**config.mk**
```make
export PLATFORM = sky130hd
export DESIGN_NAME = router_pkt_tx
export DESIGN_NICKNAME = d
export VERILOG_FILES = /design/src/rtl/router_pkt_tx.sv
export SDC_FILE = /design/constraint.sdc
export NUM_CORES = 1
export LEC_CHECK = 0
export CAP_MARGIN = 15
export CORE_MARGIN = 3
export CORE_UTILIZATION = 60
export CTS_CLUSTER_SIZE = 8
export DETAILED_ROUTE_END_ITERATION = 8
export PLACE_DENSITY_LB_ADDON = 0.15
export SYNTH_ARGS = -nofsm -noshare
export SYNTH_HDL_FRONTEND = slang
export SYNTH_SLANG_ARGS = --single-unit
export TNS_END_PERCENT = 5
```
**constraint.sdc**
```tcl
create_clock -name clock -period 2.8 [get_ports clock]
set_input_delay 0.84 -clock clock [delete_from_list [all_inputs] [get_ports clock]]
set_output_delay 0.84 -clock clock [all_outputs]
set_load 0.005 [all_outputs]
```
**src/rtl/router_pkt_tx.sv**
```systemverilog
// Packet transmitter: buffers one payload, then emits header, payload and
// parity bytes to the router with busy back-pressure.
module router_pkt_tx #(
   parameter int WIDTH = 8
) (
   input  logic             clock,
   input  logic             reset,
   input  logic             start,
   input  logic [1:0]       dest_addr,
   input  logic [5:0]       pay_len,
   input  logic             inject_err,
   input  logic [WIDTH-1:0] pay_data,
   input  logic             pay_valid,
   output logic             pay_ready,
   input  logic             busy,
   output logic             pkt_valid,
   output logic [WIDTH-1:0] data_out,
   output logic             tx_idle,
   output logic             done
);

   localparam logic [2:0] S_IDLE    = 3'd0;
   localparam logic [2:0] S_LOAD    = 3'd1;
   localparam logic [2:0] S_HEADER  = 3'd2;
   localparam logic [2:0] S_PAYLOAD = 3'd3;
   localparam logic [2:0] S_PARITY  = 3'd4;
   localparam logic [2:0] S_DONE    = 3'd5;

   logic [2:0]       state;
   logic [5:0]       len_q;
   logic [1:0]       addr_q;
   logic             inject_q;
   logic [5:0]       count;
   logic [5:0]       index;
   logic [WIDTH-1:0] parity;
   logic [WIDTH-1:0] buffer [0:62];

   assign pay_ready = (state == S_LOAD);
   assign tx_idle   = (state == S_IDLE);

   // NOTE: the payload buffer has no reset; every entry read is written first
   // in LOAD, so resetting it would only add reset fan-out to a RAM.
   always_ff @(posedge clock) begin
      if (state == S_LOAD && pay_valid)
         buffer[count] <= pay_data;
   end

   // NOTE: all state here uses non-blocking assignments so every register
   // sees the pre-edge value of every other register.
   always_ff @(posedge clock or posedge reset) begin
      if (reset) begin
         state     <= S_IDLE;
         len_q     <= '0;
         addr_q    <= '0;
         inject_q  <= 1'b0;
         count     <= '0;
         index     <= '0;
         parity    <= '0;
         data_out  <= '0;
         pkt_valid <= 1'b0;
         done      <= 1'b0;
      end else begin
         done <= 1'b0;
         case (state)
            S_IDLE: begin
               if (start && pay_len != 6'd0 && dest_addr != 2'd3) begin
                  len_q    <= pay_len;
                  addr_q   <= dest_addr;
                  inject_q <= inject_err;
                  count    <= '0;
                  parity   <= {pay_len, dest_addr};
                  state    <= S_LOAD;
               end
            end
            S_LOAD: begin
               if (pay_valid) begin
                  count  <= count + 6'd1;
                  parity <= parity ^ pay_data;
                  if (count == len_q - 6'd1) begin
                     data_out  <= {len_q, addr_q};
                     pkt_valid <= 1'b1;
                     state     <= S_HEADER;
                  end
               end
            end
            S_HEADER: begin
               if (!busy) begin
                  data_out <= buffer[0];
                  index    <= 6'd1;
                  state    <= S_PAYLOAD;
               end
            end
            S_PAYLOAD: begin
               if (!busy) begin
                  if (index < len_q) begin
                     data_out <= buffer[index];
                     index    <= index + 6'd1;
                  end else begin
                     // Parity goes out with pkt_valid low to mark end of packet.
                     data_out  <= parity ^ {{(WIDTH-1){1'b0}}, inject_q};
                     pkt_valid <= 1'b0;
                     state     <= S_PARITY;
                  end
               end
            end
            S_PARITY: begin
               if (!busy) begin
                  data_out <= '0;
                  done     <= 1'b1;
                  state    <= S_DONE;
               end
            end
            S_DONE:  state <= S_IDLE;
            default: state <= S_IDLE;
         endcase
      end
   end

endmodule

```
==> results.cfg, run 1 <==
[cells_and_area]
antennaDiodeCount = 0
final_core_util = 0.729
drive_above_1_share = 0.268
fin_area_sq_um = 26800
fin_cells = 2030
final_nets = 1561
mostFrequentLayoutCells = edfxtp_1 (504), buf_4 (179), nor2_1 (103)
final_common_cell = edfxtp_1
area.growth.synth_to_final_pct = 19.4

[sta]
period_minus_slack_ns = 2.81
fin_ws_ns = -0.0119
hold_violations = 0
final_max_slew_viol_count = 0
setup_viol = 1
max_freq_ghz = 0.356
finalClockSkew_ns = 0.0164
relSlewSlack = 0.311
fin_crit_sh = 1.00
fin_hold_ws_ns = 0.512
rsz0062_at_grt = yes
worst_pin_slew_ns = 1.03

[floorplanning]
die_area_sq_um = 39800
io_pins = 34
die_width_um = 199
core-area_sq_um = 36800
die_h_um = 199
start_util = 0.610
num_rows = 70

[worst_setup_path]
worstSetupPathType = flop to primary output
setup.worst_path.end_class = primary output
cp-startpoint = state[2]
worstPathRequired_ns = 1.96
r2r_slack_ns = 0.07
reg2reg_from = index[0]
path_max_fanout = 6
r2r-end = data_out[6]
worstPathArrival_ns = 1.97
startpoint_type = flop
reg2reg_depth = 6

[synth]
syn_nets = 1319
synth_edf_count = 504
ys_warn_count = 0
synth_top_family_by_area = multiplexers
synth_cell_types = 68
synth-xor-area-share = 0.00529
synth_ff_type = edfxtp_1
ys_seq_elements = 546
synth_fa_ha_area_frac = 0.00446
synthMuxAreaShare = 0.136
synth-seq-area-share = 0.721
postSynthAreaPerCell_sq_um = 17.4
synth_simple_gate_area_frac = 0.0561
synthesis.instances = 1289
post_synth_instance_area_sq_um = 22500
synth-compound-area-share = 0.0553
async_flop_share = 0.0769

[global_routing]
met3_usage = 0.0585
grt_use_total = 0.298
grt_overflow = 0
antenna_found_initial = 1
grt_max_degree = 66
grt_pass1_vias = 13400
use_met2 = 0.450
busiest_layer = met2
grtUsageMet1 = 0.436
grt_pass1_wl_um = 85400

[place]
place.gp.congestion = 0.899
port_buffers = 33
placed_area_sq_um = 24600
dp.cells = 1918
dpl.hpwl_um = 37800

[cts]
insertion_delay_ns = 0.59
clkTransAtPathRegs_ns = 0.05
cts_tree = done
cts-root-buf = clkbuf_16
cts.sinks = 546
numCtsBuffers = 78
hold_buffers = 0
clock_path_buffers = 3
cts.htree.levels = 3

[run_status]
status = finished with violations
violations = negative setup slack

[pwr]
switching_power_mw = 7.63
pwr-share-seq = 0.384
internal_power_mw = 17.9
irDropWorstVdd_mv = 0.592
p_clk_frac = 0.328
power_frac_comb = 0.289
p_sw_frac = 0.299
power_density_nw_per_um2 = 951
p_leak_nw = 9.10

[routing]
post_drt_wl_per_cell_um = 28.1
viasPerCell = 6.46
ant_nets = 0
vias = 13100
routed_wirelength_um = 57100
drcViolationCount = 0
drt_first_pass_iters = 5
drt-initial-drc-count = 1505

[hold_path]
whs_path_depth = 1
hp-class = flop to flop
hold_end = addr_q[0]
hold_start = addr_q[0]

[job]
drv_cap = 0
[metrics by stage]
stage	TNS (ns)	setup WS, ns	total power [mW]
2_1_floorplan	0	0.346	14.4
3_3_place_gp	-0.0465	-0.0465	17.1
3_5_place_dp	-0.0315	-0.0315	17.1
4_1_cts	-0.0122	-0.0122	25.5
5_1_grt	-0.0621	-0.0621	26.5
6_report	-0.0119	-0.0119	25.5
[power by group through the flow]
| stage | logic (mW) | registers [mW] | clock network [mW] |
|---|---|---|---|
| 2_1_floorplan | 4.76 | 9.66 | 0 |
| 3_3_place_gp | 7.15 | 9.92 | 0 |
| 3_5_place_dp | 7.21 | 9.93 | 0 |
| 4_1_cts | 7.27 | 9.79 | 8.47 |
| 5_1_grt | 7.85 | 9.80 | 8.82 |
| 6_report | 7.36 | 9.78 | 8.35 |
[worst max path at each step]
stage	slack (ns)	end
after floorplan	0.35	data_out[6]
after global placement	-0.05	data_out[4]
after detailed placement	-0.03	data_out[4]
after CTS	-0.01	pay_ready
after global routing	-0.06	pay_ready
final	-0.01	pay_ready
[cell families (layout without fill, tap and decap cells)]
| kind of cell | after synthesis | after routing |
|---|---|---|
| simple gates | 272 | 272 |
| mux | 184 | 184 |
| fa+ha+maj | 8 | 8 |
| buf+inv | 85 | 358 |
| flops | 546 | 546 |
| xor+xnor | 12 | 12 |
| compound gates | 182 | 182 |
[critical path: stages, from the launching register on]
cell and delay, ns:
dfrtp_1 0.37, nand2b_1 0.25, nor2_4 0.22, clkdlybuf4s50_1 0.55
[cell usage after synthesis, drive strengths merged (3+ instances only)]
library cell  count  area share
a31oi             3     0.00084
or3b              3      0.0012
nand4             7      0.0020
o211ai            6      0.0020
xnor2             6      0.0023
a22oi            27      0.0090
a221o             3      0.0013
mux4             96       0.096
or2               3     0.00084
buf              43       0.015
and2             10      0.0028
xor2              5      0.0020
nor3              3     0.00067
nand2            64       0.011
a221oi            7      0.0027
o22ai             8      0.0022
o21ai            39      0.0087
a21oi            39      0.0087
a21o              3      0.0010
mux2             15      0.0075
clkbuf           27      0.0045
nand3b            3      0.0010
dfrtp            42       0.047
a2111oi           4      0.0024
inv              12      0.0020
nand3            29      0.0065
nor2            104       0.017
a22o              4      0.0016
nor2b            11      0.0031
nor4              3     0.00084
and3              8      0.0022
or3               3     0.00084
clkinv            3     0.00050
o2111ai           5      0.0020
nand2b           17      0.0047
mux2i            73       0.033
edfxtp          504        0.67
a211oi           11      0.0037
ha                8      0.0045
[flip-flops by register name, indices dropped and copies added (netlist names)]
name / cells
pkt_valid: 1
addr_q: 2
state: 3
count: 6
data_out: 8
buffer: 504
inject_q: 1
index: 6
len_q: 6
parity: 8
done: 1
[final cells by class]
cell class                      instances  area, sq um
Clock buffer                          107         2100
Clock inverter                          4         53.8
Fill cell                            2299         9980
Inverter                               15         56.3
Multi-Input combinational cell        658         5790
Sequential cell                       546        16200
Tap cell                              468          586
Timing Repair Buffer                  232         2020
[metal layers]
layer	wire length (um)	part of all wire
met5	0	0
met4	2410	0.042
met3	5190	0.091
met2	26200	0.46
met1	23300	0.41
[repair_timing]
item | CTS | global route
endpoints found under the setup margin | 3 | 3
gates resized for setup | 4 | 1
endpoints found under the hold margin | 0 | 0
buffers inserted | 0 | 1
Note: power is estimated with default switching activity, not from simulation.
==> run 2, diff against run 1 <==
--- a/config.mk
+++ b/config.mk
@@ -6,11 +6,11 @@
 export NUM_CORES = 1
 export LEC_CHECK = 0
 export CAP_MARGIN = 15
-export CORE_MARGIN = 3
+export CORE_MARGIN = 5
 export CORE_UTILIZATION = 60
-export CTS_CLUSTER_SIZE = 8
 export DETAILED_ROUTE_END_ITERATION = 8
 export PLACE_DENSITY_LB_ADDON = 0.15
+export SLEW_MARGIN = 10
 export SYNTH_ARGS = -nofsm -noshare
 export SYNTH_HDL_FRONTEND = slang
 export SYNTH_SLANG_ARGS = --single-unit
==> results.cfg, run 2 (same netlist as run 1, synthesis figures left out) <==
[hold_path]
hp-class = flop to flop
hold_end = addr_q[0]
hold_start = addr_q[0]
whs_path_depth = 1

[place]
dpl.hpwl_um = 38200
dp.cells = 1908
port_buffers = 33
place.gp.congestion = 0.910

[worst_setup_path]
r2r_slack_ns = 0.1
reg2reg_from = len_q[0]
r2r-end = data_out[0]
setup.worst_path.end_class = flop
reg2reg_depth = 10
crit_chain = inv_1, ha_1, nor3b_1, xnor2_1, a2111oi_2, buf_4, o31ai_2, buf_4, mux2i_1, a21oi_1
critical_path.top_delay_family = compound AO/OA/AOI/OAI gates
crit_top_cell = buf_4
worstPathArrival_ns = 3.16
startpoint_type = flop
slowest_stage = o31ai_2
path_max_fanout = 6
path_depth = 10
worstPathRequired_ns = 3.26
worstSetupPathType = flop to flop
critPathMaxStageDelay_ns = 0.48
path_buf_inv = 3

[routing]
vias = 12800
routed_wirelength_um = 57000
viasPerCell = 6.40
drt-initial-drc-count = 1311
post_drt_wl_per_cell_um = 28.4
drt_first_pass_iters = 5
ant_nets = 0
drcViolationCount = 0

[floorplanning]
core-area_sq_um = 36800
num_rows = 70
die_width_um = 203
io_pins = 34
die_h_um = 203
die_area_sq_um = 41400
start_util = 0.610

[job]
drv_cap = 0

[cts]
cts_tree = done
cts.sinks = 546
clock_path_buffers = 3
insertion_delay_ns = 0.60
numCtsBuffers = 53
clkTransAtPathRegs_ns = 0.06
cts.htree.levels = 2
cts-root-buf = clkbuf_16

[cells_and_area]
antennaDiodeCount = 0
largestRegisters = buffer (504), data_out (8), parity (8)
largest_register_ffs = 504
mostFrequentLayoutCells = edfxtp_1 (504), buf_4 (167), nor2_1 (103)
drive_above_1_share = 0.265
largest_register = buffer
final_common_cell = edfxtp_1
fin_cells = 2008
final_nets = 1526
area.growth.synth_to_final_pct = 17.7
final_core_util = 0.719

[pwr]
power_mw = 24.7
irDropWorstVdd_mv = 0.501
p_leak_nw = 8.94
power_density_nw_per_um2 = 933

[sta]
relSlewSlack = 0.471
finalClockSkew_ns = 0.0140
setup_viol = 0
final_max_slew_viol_count = 0
period_minus_slack_ns = 2.70
max_freq_ghz = 0.370
fin_hold_ws_ns = 0.504
fin_tns_setup_ns = 0
hold_violations = 0
rsz0062_at_grt = yes
worst_pin_slew_ns = 0.794
fin_crit_sh = 0.966

[global_routing]
antenna_found_initial = 1
grtUsageMet1 = 0.401
grt_use_total = 0.279
met3_usage = 0.0646
grt_max_degree = 44
grt_pass1_wl_um = 84600
busiest_layer = met2
grt_overflow = 0
grt_pass1_vias = 12900
use_met2 = 0.425

[run_status]
status = completed
-- run 2: cell count changes in the layout (fill, tap and decap cells not counted), sizes merged --
cell,before,now
buf,207,197
clkbuf,107,64
clkinv,5,24
clkinvlp,0,3
clkdlybuf4s50,25,24
bufinv,0,9
dlygate4sd2,0,1
-- run 2: through the flow --
| stage | setup slack (ns) | cell area [sq um] |
|---|---|---|
| after floorplan | 0.346 | 22500 |
| after global placement | 0.0567 | 24600 |
| after detailed placement | 0.00335 | 24600 |
| after CTS | 0.0691 | 26400 |
| after global routing | -0.00422 | 26400 |
| final | 0.0964 | 26400 |
-- run 2: worst max path at each step --
stage | startpoint | to
4_1_cts | state[2] | pay_ready
6_report | len_q[0] | data_out[0]
3_5_place_dp | pay_valid | data_out[0]
5_1_grt | len_q[1] | data_out[0]
3_3_place_gp | pay_valid | data_out[0]
2_1_floorplan | busy | data_out[6]
-- run 2: layout make-up --
type	instances	area [sq um]
Timing Repair Buffer	222	1980
Fill cell	2299	10400
Inverter	15	56.3
Clock inverter	35	413
Tap cell	468	586
Multi-Input combinational cell	658	5790
Sequential cell	546	16200
Clock buffer	64	1410
-- run 2: routing by layer --
layer,vias to the layer above,wire (um)
met2,617,26400
li1,5557,-
met1,6549,22600
met4,2,2500
met5,-,13
met3,123,5460
-- run 2: timing repair --
action                                 CTS  global route
pin swaps                                1             0
endpoints found under the hold margin    0             0
hold buffers                             0             0
resized for setup                        3             0
setup buffers                            1             0
setup endpoints to repair                2             1
-- run 2: report_power, final --
group          switching (mW)  internal, mW  leakage, nW
Combinational            4.11          3.39         3.02
Clock                    3.04          4.42        0.896
Sequential              0.394          9.31         5.03
Total                    7.54          17.1         8.94
